`config.mk`:
```
export PLATFORM = sky130hd
export DESIGN_NAME = sm3_blk_pack
export DESIGN_NICKNAME = d
export VERILOG_FILES = /design/src/rtl/sm3_pkg.sv /design/src/rtl/sm3_blk_hold.sv /design/src/rtl/sm3_blk_pack.sv
export SDC_FILE = /design/constraint.sdc
export NUM_CORES = 1
export LEC_CHECK = 0
export BUFFER_PORTS_ARGS = -buffer_cell sky130_fd_sc_hd__buf_2
export CAP_MARGIN = 25
export CORE_MARGIN = 2
export CORE_UTILIZATION = 62
export CTS_CLUSTER_DIAMETER = 100
export DETAILED_ROUTE_END_ITERATION = 12
export PLACE_DENSITY = 0.85
export SYNTH_ARGS = -nofsm -noshare
export SYNTH_HDL_FRONTEND = slang
export SYNTH_HIERARCHICAL = 1
export SYNTH_SLANG_ARGS = --single-unit
```
`constraint.sdc`:
```
create_clock -name clk -period 5.28 [get_ports clk]
set_input_delay 1.32 -clock clk [delete_from_list [all_inputs] [get_ports clk]]
set_output_delay 1.32 -clock clk [all_outputs]
set_load 0.01 [all_outputs]
```
`src/rtl/sm3_pkg.sv`:
```
// sm3_pkg: shared constants and types for the SM3 block-packing path.
//   SM3_BLK_W  - SM3 message block width in bits
//   asm_st_e   - block assembly state (filling / full and waiting on hold)
//   sm3_dw_ok  - legal padded-word widths
package sm3_pkg;

  localparam int SM3_BLK_W = 512;

  typedef enum logic {
    A_FILL = 1'b0,
    A_FULL = 1'b1
  } asm_st_e;

  function automatic bit sm3_dw_ok(input int dw);
    return (dw == 32) || (dw == 64);
  endfunction

endpackage

```
`src/rtl/sm3_blk_hold.sv`:
```
// sm3_blk_hold: valid/ready output register for one completed block
// (data plus last-of-message flag).
//   clk, rst_n  clock, async active-low reset
//   i_clr       synchronous flush (wins over load)
//   i_ld        load i_d/i_lst; caller only loads when o_free
//   i_d, i_lst  block data and last flag to load
//   i_rdy       consumer ready
//   o_vld       block valid, held until i_rdy
//   o_d, o_lst  held block; only change on a load
//   o_free      register can take a load this cycle
module sm3_blk_hold #(
  parameter int BLK_W = 512
) (
  input  logic             clk,
  input  logic             rst_n,
  input  logic             i_clr,
  input  logic             i_ld,
  input  logic [BLK_W-1:0] i_d,
  input  logic             i_lst,
  input  logic             i_rdy,
  output logic             o_vld,
  output logic [BLK_W-1:0] o_d,
  output logic             o_lst,
  output logic             o_free
);

  logic             r_vld;
  logic [BLK_W-1:0] r_d;
  logic             r_lst;

  // Consume and refill on the same edge is allowed.
  assign o_free = ~r_vld | i_rdy;

  always_ff @(posedge clk or negedge rst_n) begin
    if (!rst_n) begin
      r_vld <= 1'b0;
      r_d   <= '0;
      r_lst <= 1'b0;
    end else if (i_clr) begin
      r_vld <= 1'b0;
      r_d   <= '0;
      r_lst <= 1'b0;
    end else if (i_ld) begin
      r_vld <= 1'b1;
      r_d   <= i_d;
      r_lst <= i_lst;
    end else if (i_rdy) begin
      r_vld <= 1'b0;
    end
  end

  assign o_vld = r_vld;
  assign o_d   = r_d;
  assign o_lst = r_lst;

endmodule

```
`src/rtl/sm3_blk_pack.sv`:
```
// sm3_blk_pack: packs the padded big-endian word stream into BLK_W-bit
// blocks for the SM3 compression core, double-buffered (assembly + hold).
//   clk, rst_n        clock, async active-low reset
//   clr_i             synchronous flush of both buffers and error flags
//   pad_d_i/vld/lst   padded word in; first word lands in the block MSBs
//   pad_ena_o         padding stage may issue words / start a block
//   blk_d_o/vld/lst   completed block out, valid/ready with blk_rdy_i
//   ovf_o             sticky: word dropped while assembly and hold full
//   err_o             sticky: last flag seen away from the final slot
module sm3_blk_pack
  import sm3_pkg::*;
#(
  parameter int DW    = 32,
  parameter int BLK_W = SM3_BLK_W
) (
  input  logic             clk,
  input  logic             rst_n,
  input  logic             clr_i,
  input  logic [DW-1:0]    pad_d_i,
  input  logic             pad_vld_i,
  input  logic             pad_lst_i,
  output logic             pad_ena_o,
  output logic [BLK_W-1:0] blk_d_o,
  output logic             blk_vld_o,
  output logic             blk_lst_o,
  input  logic             blk_rdy_i,
  output logic             ovf_o,
  output logic             err_o
);

  localparam int WPB = BLK_W / DW;
  localparam int CW  = $clog2(WPB);
  localparam logic [CW-1:0] LAST = CW'(WPB - 1);

  if (!sm3_dw_ok(DW) || BLK_W != SM3_BLK_W) begin : g_bad_param
    $error("sm3_blk_pack: DW must be 32 or 64 and BLK_W 512");
  end

  // Element WPB-1 is slot 0 so the packed array is the block, MSB first.
  logic [WPB-1:0][DW-1:0] r_asm;
  logic [CW-1:0]          r_cnt;
  asm_st_e                r_st;
  logic                   r_lst;
  logic                   r_ovf;
  logic                   r_err;

  logic             w_free;
  logic             w_last_slot;
  logic             w_ld;
  logic [BLK_W-1:0] w_ld_d;
  logic             w_ld_lst;

  assign w_last_slot = (r_cnt == LAST);

  // From A_FILL the final word bypasses asm straight into hold; from A_FULL
  // asm already holds every word.
  assign w_ld = (r_st == A_FULL) ? w_free
                                 : (pad_vld_i & w_last_slot & w_free);
  assign w_ld_d   = (r_st == A_FULL) ? r_asm : {r_asm[WPB-1:1], pad_d_i};
  assign w_ld_lst = (r_st == A_FULL) ? r_lst : (r_lst | pad_lst_i);

  always_ff @(posedge clk or negedge rst_n) begin
    if (!rst_n) begin
      r_asm <= '0;
      r_cnt <= '0;
      r_st  <= A_FILL;
      r_lst <= 1'b0;
      r_ovf <= 1'b0;
      r_err <= 1'b0;
    end else if (clr_i) begin
      r_asm <= '0;
      r_cnt <= '0;
      r_st  <= A_FILL;
      r_lst <= 1'b0;
      r_ovf <= 1'b0;
      r_err <= 1'b0;
    end else begin
      case (r_st)
        A_FILL: begin
          if (pad_vld_i) begin
            r_asm[LAST - r_cnt] <= pad_d_i;
            // A misplaced last flag is flagged but the block still closes
            // normally and is marked last.
            if (pad_lst_i && !w_last_slot) r_err <= 1'b1;
            if (!w_last_slot) begin
              r_cnt <= r_cnt + 1'b1;
              r_lst <= r_lst | pad_lst_i;
            end else if (w_free) begin
              r_cnt <= '0;
              r_lst <= 1'b0;
            end else begin
              // cnt stays at LAST while full
              r_lst <= r_lst | pad_lst_i;
              r_st  <= A_FULL;
            end
          end
        end
        A_FULL: begin
          if (pad_vld_i) r_ovf <= 1'b1;
          if (w_free) begin
            r_cnt <= '0;
            r_lst <= 1'b0;
            r_st  <= A_FILL;
          end
        end
        default: r_st <= A_FILL;
      endcase
    end
  end

  sm3_blk_hold #(.BLK_W(BLK_W)) u_hold (
    .clk    (clk),
    .rst_n  (rst_n),
    .i_clr  (clr_i),
    .i_ld   (w_ld),
    .i_d    (w_ld_d),
    .i_lst  (w_ld_lst),
    .i_rdy  (blk_rdy_i),
    .o_vld  (blk_vld_o),
    .o_d    (blk_d_o),
    .o_lst  (blk_lst_o),
    .o_free (w_free)
  );

  assign pad_ena_o = ~blk_vld_o & (r_st == A_FILL);
  assign ovf_o     = r_ovf;
  assign err_o     = r_err;

endmodule

```
Word level (Yosys, flattened, before mapping). Index checks and enable logic that the tools add are counted.

Bits in writable memories: 0. Word-level logic and storage cells: 90. Output and inout port bits: 517. Memory bits (read-only): 0. Memories kept: 0. Register bits: 1034. Bits in latches: 0.

Bitwise gates (word level): 7. Mux-type cells: 39. Add/subtract/negate cells: 2. Multiply operators: 0. Shift-type cells: 0. $lt $le $gt $ge: 2. Reduce and logical (&&, ||, !) cells: 12. Divide/modulo/power cells: 0. Eq/ne operators: 4.

Operator list (number): $mux 512 (5); $bwmux 512 (1); $demux 32 s4 (1); $mux 32 (2); $mux 1 (23); $mux 4 (4); $pmux 4 s2 (1); $reduce_bool 2->1 (4); $reduce_and 2->1 (3); $lt 4x5->1 const B (1); $add 4x1->4 const B (1); $eq 4x4->1 const B (1); $ge 4x1->1 const B (1); $pmux 1 s2 (2); $sub 4x4->4 const A (1); $and 1x1->1 (3); $ne 3x2->1 const B (1); $ne 3x3->1 const B (1); $reduce_and 3->1 (1); $reduce_bool 3->1 (1); $logic_and 1x1->1 (2); $ne 2x2->1 const B (1); $not 1->1 (2); $or 1x1->1 (2); $logic_not 1->1 (1).

Longest topological paths before layout.
Depth after elaboration: 9. Depth in mapped cells: 10.

Cells and area by module. Netlist, hierarchy kept.

Modules (own cells, without submodules): sm3_blk_hold (area each 20821.2 sq um, sequential area each 12862.3 sq um, times used 1, cells an instance 1657); sm3_blk_pack (area each 19751.4 sq um, sequential area each 13012.5 sq um, times used 1, cells an instance 1373).

Worst setup path before layout. No wires, ideal clock.

Path kind: input -> register. From: input blk_rdy_i. To: register u_hold.r_d[445], in the netlist u_hold/o_d[445]. Stages: 7. Path slack: 2.711 ns. Arrival time: 2.437 ns. Library setup time: 0.132 ns. Buffers on the path: 3. Cells stage by stage: nand2b_1 > nor2b_1 > buf_6 > buf_6 > buf_8 > mux2i_1 > nor2_1.

Longest elaborated chain between the ends: 4.

RTL lines: start: declaration (line sm3_blk_pack.sv:26) `input logic blk_rdy_i,`; $or 1x1->1 * (line sm3_blk_hold.sv:32) `assign o_free = ~r_vld | i_rdy;`; $and 1x1->1 (line sm3_blk_pack.sv:58) `: (pad_vld_i & w_last_slot & w_free);`; $mux 1 * (line sm3_blk_pack.sv:57) `assign w_ld = (r_st == A_FULL) ? w_free`; via w_ld (line sm3_blk_pack.sv:49) `logic w_ld;`; $reduce_bool 2->1 (no line) *; end signal: assignment (line sm3_blk_hold.sv:45) `r_d <= i_d;`; end: declaration (line sm3_blk_hold.sv:28) `logic [BLK_W-1:0] r_d;`.

Mark *: on every way through the listed nets, which the timed path passes. The rest lies on a longest branch. A chain may end at the register's enable or synchronous reset.

Final worst setup path.
From: register r_cnt[0]. To: register u_hold.r_d[255], in the netlist u_hold/o_d[255].

Longest elaborated chain between the ends: 5.

RTL lines: start: declaration (line sm3_blk_pack.sv:41) `logic [CW-1:0] r_cnt;`; start signal: assignment (line sm3_blk_pack.sv:86) `r_cnt <= r_cnt + 1'b1;`; $eq 4x4->1 (line sm3_blk_pack.sv:53) `assign w_last_slot = (r_cnt == LAST);`; $and 1x1->1 (2 in series) (line sm3_blk_pack.sv:58); $mux 1 (line sm3_blk_pack.sv:57); via w_ld (line sm3_blk_pack.sv:49); $reduce_bool 2->1 (no line).

The timed path passes the listed nets, and every way through them passes these cells.

==> flow_summary_export.csv <==
group,metric,value,unit
pwr,swShare,0.222,
synthesis,syn-num-nets,3072,
timing,slew_viol_final,14,
synthesis,ys_ff_latch,1034,
synthesis,ys_async_sr_fraction,1.00,
detailed_routing,viasPerCell,6.53,
floorplan,die_width,260,um
synthesis,ys.flop_type,"dfrtp_1",
pwr,pwr-share-clk,0.472,
synthesis,syn_inst,3030,
detailed_routing,post-route-drc-count,0,
timing,worstMarginPinSlew,1.50,ns
timing,finalCriticalPeriod,3.85,ns
timing,tns,0,ns
clock_tree,cts_inserted_buffers,100,
pwr,powerDensity,346,nW/um^2
floorplan,die_y,260,um
floorplan,io_pins,555,
clock_tree,cts-resized-gates,0,
detailed_routing,route.vias.total,28809,
synthesis,synth_seq_area_share,0.638,
detailed_routing,routed_wl,126000,um
floorplan,row_count,93,
clock_tree,ctsLongestPathBuffers,3,
global_route,grt_pass1_vias,29646,
synthesis,synth-edff-count,0,
timing,rsz0062_at_grt,"false",
worst_setup_path,worst-path-max-fanout,113,
pwr,vdd_drop_max,0.000240,V
worst_setup_path,path_class,"flip-flop to flip-flop",
timing,setup_viol,0,
worst_setup_path,reg2reg_slack,1.43,ns
run_status,outcome,"finished, violations left",
run_status,violations,"slew limit",
floorplan,dieArea,67500,sq um
pwr,switchingPower,3640,uW
final_layout,area_delta_synth_final,16.7,%
placed_design,dp_cells,4228,
detailed_routing,first_pass_iters,6,
clock_tree,cts_num_sinks,1034,
floorplan,initial_core_util,0.628,
final_layout,antenna_cells,0,
synthesis,synth_cell_types,43,
clock_tree,cts_tree,"built",
global_route,grt.total_usage,0.372,
timing,skew,0.0226,ns
worst_setup_path,critical_path_required,5.78,ns
pwr,power_frac_comb,0.040,
pwr,p_leak,0.0233,uW
placed_design,port_buffers,554,
global_route,grt_pass1_wl,188000,um
final_layout,final_common_cell,"dfrtp_1",
final_layout,drive_gt1_frac,0.246,
placed_design,place_congestion,0.867,
synthesis,syn_area_per_cell,13.4,sq um
pwr,internal_power,12700,uW
final_layout,instances_no_fill,4413,
clock_tree,clk_pin_slew,0.06,ns
clock_tree,root_buffer,"clkbuf_16",
worst_setup_path,cp.arrival,4.35,ns
detailed_routing,drt-initial-drc-count,3678,
clock_tree,cts_setup_buffers,0,
floorplan,core,64600,sq um
worst_setup_path,worst_setup_path_start_kind,"flip-flop",
final_layout,num-nets-final,3519,
timing,max_clock_freq,260,MHz
final_layout,layout_common_cells,"dfrtp_1, buf_2, nor2_1",
pwr,p_seq_frac,0.488,
final_layout,fill_cells,3957,
timing,slew_headroom,-0.00177,
synthesis,syn_area,40600,sq um
global_route,grt_overflow_total,0,
flow_run,drv_cap,0,
placed_design,hpwlAfterDp,76600,um
synthesis,ys_warn_count,6,
clock_tree,clock_latency,0.66,ns
clock_tree,h-tree-depth,3,
timing,final.period_utilization,0.729,
detailed_routing,wl_per_cell,28.5,um
global_route,grt_max_degree,223,
detailed_routing,final_antenna_net_count,0,
clock_tree,holdBufCountCts,0,
timing,final_hold_viol_count,0,
worst_setup_path,cp-end-kind,"flip-flop",
min_path,hp-class,"flip-flop to flip-flop",
global_route,antenna_found_initial,2,
kinds of logic (layout without fill, tap and decap cells):
logic type                 count (synthesis)  after routing  synth area share
AOI/OAI and AO/OA                        547            547             0.117
muxes                                    545            545             0.135
adders and majority gates                  4              4           0.00123
DFF                                     1034           1034             0.638
and+or+nand+nor                          589            589            0.0594
buffers and inverters                    311            839            0.0497
power groups by stage:
stage	Clock [uW]	Combinational (uW)	Sequential [uW]
5_1_grt	8100	695	7990
2_1_floorplan	0	271	8120
4_1_cts	7760	650	7990
3_3_place_gp	0	605	8130
6_report	7730	652	7990
3_5_place_dp	0	646	8130
synth_stat cells, drive strengths merged (2+ instances only):
| cell | count | area, sq um |
|---|---|---|
| ha | 4 | 50.1 |
| a22o | 512 | 4480 |
| mux2i | 513 | 5130 |
| nand2 | 3 | 11.3 |
| and2 | 44 | 275 |
| and3 | 4 | 25.0 |
| a41oi | 3 | 26.3 |
| buf | 190 | 1550 |
| nand3 | 2 | 10.0 |
| nor2b | 7 | 53.8 |
| nor2 | 519 | 1950 |
| nor3b | 3 | 38.8 |
| a21oi | 9 | 45.0 |
| clkbuf | 116 | 444 |
| inv | 5 | 18.8 |
| nand2b | 3 | 18.8 |
| a31oi | 13 | 87.6 |
| dfrtp | 1034 | 25900 |
| mux2 | 32 | 360 |
metrics by stage:
step                total power, uW  hold WS, ns  worst slack (ns)  utilization  area [sq um]
floorplan                      8390        0.460              2.71            -         40600
global placement               8740        0.477              1.69        0.673         43500
detailed placement             8780        0.482              1.57        0.677         43700
CTS                           16400        0.499              1.54        0.732         47300
global route                  16800        0.511              1.31        0.733         47300
finish                        16400        0.501              1.43        0.733         47300
layout make-up:
| class | count | area [sq um] | share of cell area |
|---|---|---|---|
| Multi-Input combinational cell | 1685 | 12900 | 0.273 |
| Tap cell | 855 | 1070 | 0.0226 |
| Clock buffer | 145 | 2970 | 0.0628 |
| Inverter | 5 | 18.8 | 0.000396 |
| Sequential cell | 1034 | 25900 | 0.547 |
| Clock inverter | 38 | 602 | 0.0127 |
| Timing Repair Buffer | 651 | 3900 | 0.0824 |
per-layer routing:
layer,up-vias,GRT usage,wire [um]
met3,387,0.0894,13200
met4,2,0.195,6930
met5,-,0,13
met2,2000,0.570,58100
li1,11547,-,-
met1,14873,0.500,47800
path summary, 6_finish.rpt:
path,depth (start not counted),startpoint,to
worst min-delay path,1,r_asm[15]$_DFFE_PN0P_,r_asm[15]$_DFFE_PN0P_
max in group asynchronous,2,rst_n,u_hold/o_d[147]$_DFFE_PN0P_
worst max register to register,8,r_cnt[0]$_DFFE_PN0P_,u_hold/o_d[255]$_DFFE_PN0P_
worst min register to register,1,r_asm[15]$_DFFE_PN0P_,r_asm[15]$_DFFE_PN0P_
min in group asynchronous,1,rst_n,r_asm[76]$_DFFE_PN0P_
worst max-delay path,8,r_cnt[0]$_DFFE_PN0P_,u_hold/o_d[255]$_DFFE_PN0P_
worst max-delay path, cell delays in order, from the launching register on:
cell	delay, ns
dfrtp_1	0.47
ha_1	0.63
and3_1	0.25
buf_4	0.42
a21oi_1	0.23
nor2b_4	0.39
buf_12	0.53
mux2i_1	0.39
nor2_1	0.08
(Power assumes the default switching activity.)
